**config.mk**
```make
export PLATFORM = sky130hd
export DESIGN_NAME = data_out
export DESIGN_NICKNAME = d
export VERILOG_FILES = /design/src/rtl/data_out.sv
export SDC_FILE = /design/constraint.sdc
export NUM_CORES = 1
export LEC_CHECK = 0
export CORE_ASPECT_RATIO = 1.25
export CORE_MARGIN = 3
export CORE_UTILIZATION = 45
export DETAILED_ROUTE_END_ITERATION = 12
export PLACE_DENSITY = 0.88
export SLEW_MARGIN = 30
export SYNTH_ARGS = -nofsm -noshare
export SYNTH_HDL_FRONTEND = slang
export SYNTH_SLANG_ARGS = --single-unit
```
**constraint.sdc**
```tcl
create_clock -name i_clk -period 2.1 [get_ports i_clk]
set_input_delay 0.63 -clock i_clk [delete_from_list [all_inputs] [get_ports i_clk]]
set_output_delay 0.63 -clock i_clk [all_outputs]
set_load 0.03 [all_outputs]
```
**src/rtl/data_out.sv**
```systemverilog
// Serializes a 255-bit (x,y) point result into eight 64-bit words, X then Y, MSB word first.
// Latency: first word is valid the cycle after result fire; stalls hold word/state while i_out_ready=0.
module data_out (
    input  logic         i_clk,
    input  logic         i_rst_n,
    input  logic         i_res_valid,
    input  logic [254:0] i_res_x,
    input  logic [254:0] i_res_y,
    output logic         o_res_ready,
    output logic         o_out_valid,
    output logic [63:0]  o_out_data,
    input  logic         i_out_ready
);

    typedef enum logic [1:0] {
        S_IDLE   = 2'd0,
        S_SEND_X = 2'd1,
        S_SEND_Y = 2'd2
    } state_t;

    state_t       r_state;
    state_t       w_next_state;
    logic [1:0]   r_cnt;
    logic [255:0] r_x;
    logic [255:0] r_y;
    logic [255:0] w_sel;
    logic         w_res_fire;
    logic         w_word_fire;

    always_comb begin
        o_res_ready  = 1'b0;
        o_out_valid  = 1'b0;
        w_sel        = '0;
        w_next_state = r_state;
        case (r_state)
            S_IDLE: begin
                o_res_ready = 1'b1;
                if (i_res_valid) w_next_state = S_SEND_X;
            end
            S_SEND_X: begin
                o_out_valid = 1'b1;
                w_sel       = r_x;
                if (i_out_ready && (r_cnt == 2'd3)) w_next_state = S_SEND_Y;
            end
            S_SEND_Y: begin
                o_out_valid = 1'b1;
                w_sel       = r_y;
                if (i_out_ready && (r_cnt == 2'd3)) w_next_state = S_IDLE;
            end
            default: w_next_state = S_IDLE;
        endcase
    end

    assign w_res_fire  = i_res_valid & o_res_ready;
    assign w_word_fire = o_out_valid & i_out_ready;

    // w_sel is zero in idle, so the output word is zero there as well.
    always_comb begin
        case (r_cnt)
            2'd0:    o_out_data = w_sel[255:192];
            2'd1:    o_out_data = w_sel[191:128];
            2'd2:    o_out_data = w_sel[127:64];
            default: o_out_data = w_sel[63:0];
        endcase
    end

    always_ff @(posedge i_clk or negedge i_rst_n) begin
        if (!i_rst_n) begin
            r_state <= S_IDLE;
            r_cnt   <= 2'd0;
            r_x     <= '0;
            r_y     <= '0;
        end else begin
            r_state <= w_next_state;
            if (w_res_fire) begin
                r_x   <= {1'b0, i_res_x};
                r_y   <= {1'b0, i_res_y};
                r_cnt <= 2'd0;
            end else if (w_word_fire) begin
                r_cnt <= r_cnt + 2'd1;
            end
        end
    end

endmodule

```
* Yosys cells after proc, flatten, opt, wreduce, memory -nomap -nowiden
Index checks and enable logic that the tools add are counted.
Storage, ports and cells: bits in registers 514, memories 0, ROM bits 0, bits in latches 0, RAM bits 0
Cells by class: bitwise gates (word level) 2, add/sub/neg operators 1, divide/modulo/power cells 0, multiplexer cells 10, reductions and logical operators 6, $mul 0, equality and inequality tests 8, shifts and indexed selects 0, order comparisons 0
Operators with widths (number):
- $pmux W255 S2 | 1
- $pmux W64 S3 | 1
- $mux W2 | 5
- $eq A2 B2 Y1 const B | 3
- $ne A2 B2 Y1 const B | 3
- $pmux W2 S3 | 1
- $eq A2 B1 Y1 const B | 2
- $logic_not A2 Y1 | 2
- $reduce_and A3 Y1 | 1
- $add A2 B1 Y2 const B | 1
- $and A1 B1 Y1 | 2
- $mux W1 | 2
- $reduce_bool A2 Y1 | 1
- $reduce_or A2 Y1 | 1
- $logic_and A1 B1 Y1 | 1

* Logic depth before layout (Yosys ltp)
Gate-level depths: netlist of the first run.
depth after elaboration 6, mapped depth 8

* Least setup slack after synthesis of the first run
OpenSTA, ideal clock, no wires.
kind register to output, start register r_state[1], end output port o_out_data[0], slack -0.541 ns, stages on the path, launching flop included 7, arrival time 2.011 ns, required time 1.470 ns, path through dfrtp_1 > inv_1 > ha_1 > clkbuf_1 > clkbuf_1 > o21ai_0 > a21oi_1
Between the ends: longest elaborated chain between the ends 3
Ends and longest elaborated chain:
- start: declaration | line 21 | state_t r_state;
- start signal: assignment | line 74 | r_state <= w_next_state;
- $eq A2 B2 Y1 / $eq A2 B1 Y1 (equally long branches) | line 35 | case (r_state)
- $pmux W255 S2 (*) | line 35
- $pmux W64 S3 (*) | line 59 | case (r_cnt)
- end: declaration | line 11 | output logic [63:0] o_out_data,
Mark *: on every way between the ends. The rest lies on a longest branch, timed or not.

* Worst setup path in the final report of the first run
start register r_state[1], end output port o_out_data[16]
Same word-level chain as after synthesis.

==> impl_metrics.ini, run 1 <==
[grt]
grt_pass1_wl_um = 136000
grt_usage = 0.2988
grt_max_degree = 68
grtUsageMet2 = 0.5122
met3_usage = 0.05962
grt_antenna_before_repair = 26
grt_pass1_vias = 21300
grt.met1_usage = 0.3462
grt-ovfl-total = 0
top_usage_layer = met2

[sta]
rsz0062_at_grt = true
timing.final.crit_share = 1.517
fin_skew_ns = 0.01625
hold_viol = 0
clock.fmax_mhz = 313.8
slew_headroom = 0.6465
period_minus_slack_ns = 3.186
worstMarginPinSlew_ns = 0.5303
maxSlewViolCount = 0
timing.final.ws_setup_ns = -1.086
setup_violations = 90

[placement]
io_buffers = 579
hpwl_um = 58970
routabilityCongestion = 0.9200
dpl.cell_count = 3059

[drt]
first_pass_iters = 5
avgRoutedWirePerCell_um = 29.19
drc_errors = 0
viasPerCell = 5.987
drtAntennaViolNets = 0
drt-initial-drc-count = 1604
vias = 19577
wl_um = 95470

[floorplanning]
rows = 97
fp.dieH_um = 273.5
ios = 580
dieArea_mm2 = 0.06016
initial_utilization = 0.4574
core-area_mm2 = 0.05631
die-width_um = 220.0

[power_and_ir_drop]
power_w = 0.06267
p_leak_nw = 16.38
power_density_mw_per_mm2 = 1654
vdd_drop_max_v = 0.001159

[clock_tree]
max-clock-path-buffers = 3
insertion_delay_ns = 0.60
clock-sinks = 514
clk_pin_slew_worst_paths_ns = 0.06
cts_buffers = 52
cts_tree = done
htreeDepth = 2
root_buffer = clkbuf_16

[logic_synthesis]
yosys_warnings = 0
ys_seq_area_frac = 0.4994
syn_area_mm2 = 0.02576
avgSynthCellArea_um2 = 15.02
yosys.area_share.adder = 0.004858
synthMuxAreaShare = 0.2931
synth_nets = 2239
synthSimpleGateAreaFrac = 0.001263
ys_dominant_reg_cell = dfrtp_1
synth-edff-count = 0
synth_xor_xnor_area_share = 0.0003400
synth_seq_cells = 514
synthCells = 1715
synth_top_family_by_area = multiplexers
synth_compound_area_frac = 0.1436
synth_cell_type_count = 27
synthArstFlopShare = 1.000

[setup_path]
path_max_fanout = 16
cp-end-kind = output port
crit_type = register to output port
arrival_ns = 2.56
critPathRequiredTime_ns = 1.47
timing.reg2reg.setup_slack_ns = -0.04
cp-start-kind = register

[layout]
fin_nets = 2981
post_layout_nonfiller_instances = 3270
drive_above_1_share = 0.4570
area_growth_pct = 47.07

[min_path]
min_path_type = register to register

[outcome]
violations = setup timing
outcome = finished with violations

[job]
drv_cap = 0
worst paths after layout:
check                                start              to  depth (start not counted)
worst max-delay path            r_state[1]  o_out_data[16]                          9
worst min-delay path              r_y[247]        r_y[247]                          1
worst max register to register  r_state[1]        r_y[147]                          8
worst min register to register    r_y[247]        r_y[247]                          1
max in group asynchronous          i_rst_n        r_x[149]                          4
min in group asynchronous          i_rst_n        r_cnt[1]                          2
cells in the final DEF, fill, tap and decap left out, drive strengths merged, types with 2 or more instances in the layout:
cell type and count:
diode 29, a221oi 2, bufinv 7, o21ai 64
mux2 511, clkbuf 78, buf 319, a22oi 63
clkinv 14, nand2 2, clkinvlp 3, bufbuf 2
inv 8, dfrtp 514, a21oi 128, a22o 254
ha 10, clkdlybuf4s50 512
where the power goes:
part           leakage (nW)  internal [W]  switching (W)
Combinational          9.44        0.0188         0.0148
Clock                 0.903       0.00588        0.00428
Sequential             6.04        0.0151        0.00387
Total                  16.4        0.0397         0.0230
sequential cells by signal, summed over array words and instances (netlist names):
name	flops
r_cnt	2
r_state	2
r_x	255
r_y	255
worst max-delay path: stages (launching register included):
cell     delay (ns)
dfrtp_1        0.41
buf_6          0.14
ha_4           0.19
buf_12         0.16
buf_4          0.14
buf_12         0.15
a22o_1         0.24
a22oi_2        0.26
a21oi_4        0.10
buf_6          0.14
metrics by stage:
stage,hold slack (ns),area (µm²),utilization,TNS (ns),setup WS [ns]
after CTS,0.5119,37360,0.6634,-62.37,-1.055
after global routing,0.5214,37880,0.6726,-67.84,-1.136
after detailed placement,0.4938,33810,0.6004,-102.21,-0.6909
final,0.5084,37880,0.6727,-62.24,-1.086
after global placement,0.4914,33810,0.6004,-95.49,-0.6394
after floorplan,0.3344,26980,-,-0.8085,-0.01552
synthesized netlist by cell type, types with 5 or more instances:
library cell	number	area [µm²]
a21oi_1	128	640.6
a22o_1	254	2225
a22oi_1	63	473.0
buf_1	9	33.78
buf_12	44	880.8
buf_2	47	235.2
buf_4	5	37.54
buf_6	10	112.6
clkbuf_1	37	138.9
dfrtp_1	514	12860
ha_1	10	125.1
inv_1	5	18.77
mux2_2	33	371.6
mux2_4	478	7177
o21ai_0	64	320.3
per-layer routing:
| layer | wire [µm] | vias to the layer above | part of all wire |
|---|---|---|---|
| met1 | 33810 | 9995 | 0.35 |
| met3 | 7125 | 371 | 0.075 |
| li1 | - | 7977 | - |
| met4 | 6657 | 0 | 0.070 |
| met2 | 47870 | 1234 | 0.50 |
| met5 | 0 | - | 0 |
logic make-up (layout without fill, tap and decap cells):
kind of cell,Yosys count,in the layout
xor+xnor,1,1
other cells,0,29
fa+ha+maj,10,10
mux,511,511
simple gates,6,6
compound gates,513,513
buf+inv,160,944
flops,514,514
layout make-up:
cell class	count	area, µm²
multi-input cells	1041	12690
well taps	742	928.4
inverters	6	26.28
repair buffers	842	9468
clock buffers	70	1500
diodes	29	72.57
clock inverters	26	327.8
flip-flops and latches	514	12860
fillers	3477	18430
timing repair:
item,CTS,global route
cloned,19,7
setup buffers,53,10
pin swaps,93,61
hold buffers,1,0
resized for setup,230,65
setup endpoints to repair,67,90
hold endpoints to repair,30,0
Note: power is estimated with default switching activity, not from simulation.
==> run 2, diff against run 1 <==
--- a/config.mk
+++ b/config.mk
@@ -5,6 +5,7 @@
 export SDC_FILE = /design/constraint.sdc
 export NUM_CORES = 1
 export LEC_CHECK = 0
+export CAP_MARGIN = 20
 export CORE_ASPECT_RATIO = 1.25
 export CORE_MARGIN = 3
 export CORE_UTILIZATION = 45
==> results of run 2 <==
Same layout as run 1: the final DEF is identical, and so are final timing and power.
==> run 3, diff against run 2 <==
--- a/config.mk
+++ b/config.mk
@@ -11,6 +11,7 @@
 export CORE_UTILIZATION = 45
 export DETAILED_ROUTE_END_ITERATION = 12
 export PLACE_DENSITY = 0.88
+export SKIP_CTS_REPAIR_TIMING = 1
 export SLEW_MARGIN = 30
 export SYNTH_ARGS = -nofsm -noshare
 export SYNTH_HDL_FRONTEND = slang
==> impl_metrics.ini, run 3 (same netlist as run 1, synthesis figures left out) <==
[layout]
final_common_cell = clkdlybuf4s50_1
final_cell_mix = clkdlybuf4s50_1 (512), dfrtp_1 (511), mux2_4 (478)
drive_above_1_share = 0.4516
fin_nets = 2971
largestRegisters = r_x: 255 flops, r_y: 255 flops
area_growth_pct = 45.23
post_layout_nonfiller_instances = 3257
fillers = 3541

[drt]
viasPerCell = 5.945
vias = 19362
avgRoutedWirePerCell_um = 28.49
drc_errors = 0
drt-initial-drc-count = 1631
wl_um = 92810
drtAntennaViolNets = 0
first_pass_iters = 5

[clock_tree]
cts_buffers = 52
htreeDepth = 2
clock-sinks = 514
insertion_delay_ns = 0.61
clk_pin_slew_worst_paths_ns = 0.06
cts_tree = done
max-clock-path-buffers = 3
root_buffer = clkbuf_16

[floorplanning]
rows = 97
fp.dieH_um = 273.5
core-area_mm2 = 0.05631
dieArea_mm2 = 0.06016
die-width_um = 220.0
ios = 580
initial_utilization = 0.4574

[sta]
clock.fmax_mhz = 317.4
fin_setup_tns_ns = -61.82
rsz0062_at_grt = true
timing.final.crit_share = 1.500
period_minus_slack_ns = 3.151
slew_headroom = 0.5910
fin_hold_ws_ns = 0.5090
timing.final.ws_setup_ns = -1.051
fin_skew_ns = 0.02464
worstMarginPinSlew_ns = 0.6135
setup_violations = 67
maxSlewViolCount = 0
hold_viol = 0

[min_path]
worstHoldStart = r_y[247]
whs_path_depth = 1
min_path_type = register to register
min_to = r_y[247]

[placement]
dpl.cell_count = 3059
io_buffers = 579
hpwl_um = 58970
routabilityCongestion = 0.9200
place_ws_ns = -0.6909

[setup_path]
ff2ff_path_depth = 8
path_max_fanout = 14
arrival_ns = 2.52
crit_type = register to output port
cp-start-kind = register
timing.reg2reg.setup_slack_ns = 0
critPathRequiredTime_ns = 1.47
cp-end-kind = output port
worstReg2RegEnd = r_y[204]
reg2reg_from = r_state[0]

[power_and_ir_drop]
vdd_drop_max_v = 0.001074
power_density_mw_per_mm2 = 1645
power_w = 0.06154
p_leak_nw = 16.20

[outcome]
violations = setup timing
outcome = finished with violations

[grt]
grt_usage = 0.2655
met3_usage = 0.05029
grt_pass1_wl_um = 123400
grt.met1_usage = 0.3201
top_usage_layer = met2
grt-ovfl-total = 0
grt_antenna_before_repair = 23
grtUsageMet2 = 0.4491
grt_max_degree = 68
grt_pass1_vias = 20309

[job]
drv_cap = 0
run 3: worst max-delay path by stage:
stage | start | endpoint | slack (ns) | cells past startpoint
2_1_floorplan | r_cnt[0] | o_out_data[0] | -0.02 | 8
3_3_place_gp | r_state[0] | o_out_data[39] | -0.64 | 7
3_5_place_dp | r_state[0] | o_out_data[39] | -0.69 | 7
4_1_cts | r_state[0] | o_out_data[39] | -1.36 | 7
5_1_grt | r_state[1] | o_out_data[5] | -1.12 | 9
6_report | r_state[1] | o_out_data[5] | -1.05 | 9
run 3: per-stage QoR:
step	utilization	cell area, µm²
after global placement	0.6004	33810
after detailed placement	0.6004	33810
final	0.6643	37410
after global routing	0.6642	37400
after floorplan	-	26980
after CTS	0.6329	35640
run 3: critical path, stage by stage (launching register included):
cell and delay [ns]:
dfrtp_2 0.43, inv_4 0.07, ha_4 0.20, buf_12 0.16
buf_16 0.16, buf_12 0.15, a22o_1 0.23, a22oi_2 0.27
a21oi_4 0.08, buf_6 0.14
run 3: final cells by class:
| cell class | instances | area [µm²] | share of cell area |
|---|---|---|---|
| Antenna cell | 26 | 65.06 | 0.001739 |
| Clock buffer | 70 | 1500 | 0.04010 |
| Clock inverter | 26 | 327.8 | 0.008763 |
| Inverter | 6 | 28.78 | 0.0007693 |
| Multi-Input combinational cell | 1041 | 12640 | 0.3380 |
| Sequential cell | 514 | 12870 | 0.3439 |
| Tap cell | 742 | 928.4 | 0.02482 |
| Timing Repair Buffer | 832 | 9049 | 0.2419 |
run 3: layer usage:
| layer | share of wire | wire length [µm] | vias up |
|---|---|---|---|
| met4 | 0.067 | 6178 | 0 |
| met1 | 0.36 | 33530 | 9880 |
| met5 | 0 | 0 | - |
| met3 | 0.075 | 6985 | 375 |
| met2 | 0.50 | 46120 | 1160 |
| li1 | - | - | 7947 |
run 3: power breakdown:
| part | switching, W | leakage [nW] | total, W | internal, W |
|---|---|---|---|---|
| clock | 0.00421 | 0.903 | 0.0101 | 0.00588 |
| sequential | 0.00383 | 6.04 | 0.0189 | 0.0151 |
| combinational | 0.0144 | 9.26 | 0.0326 | 0.0181 |
| total | 0.0225 | 16.2 | 0.0615 | 0.0391 |
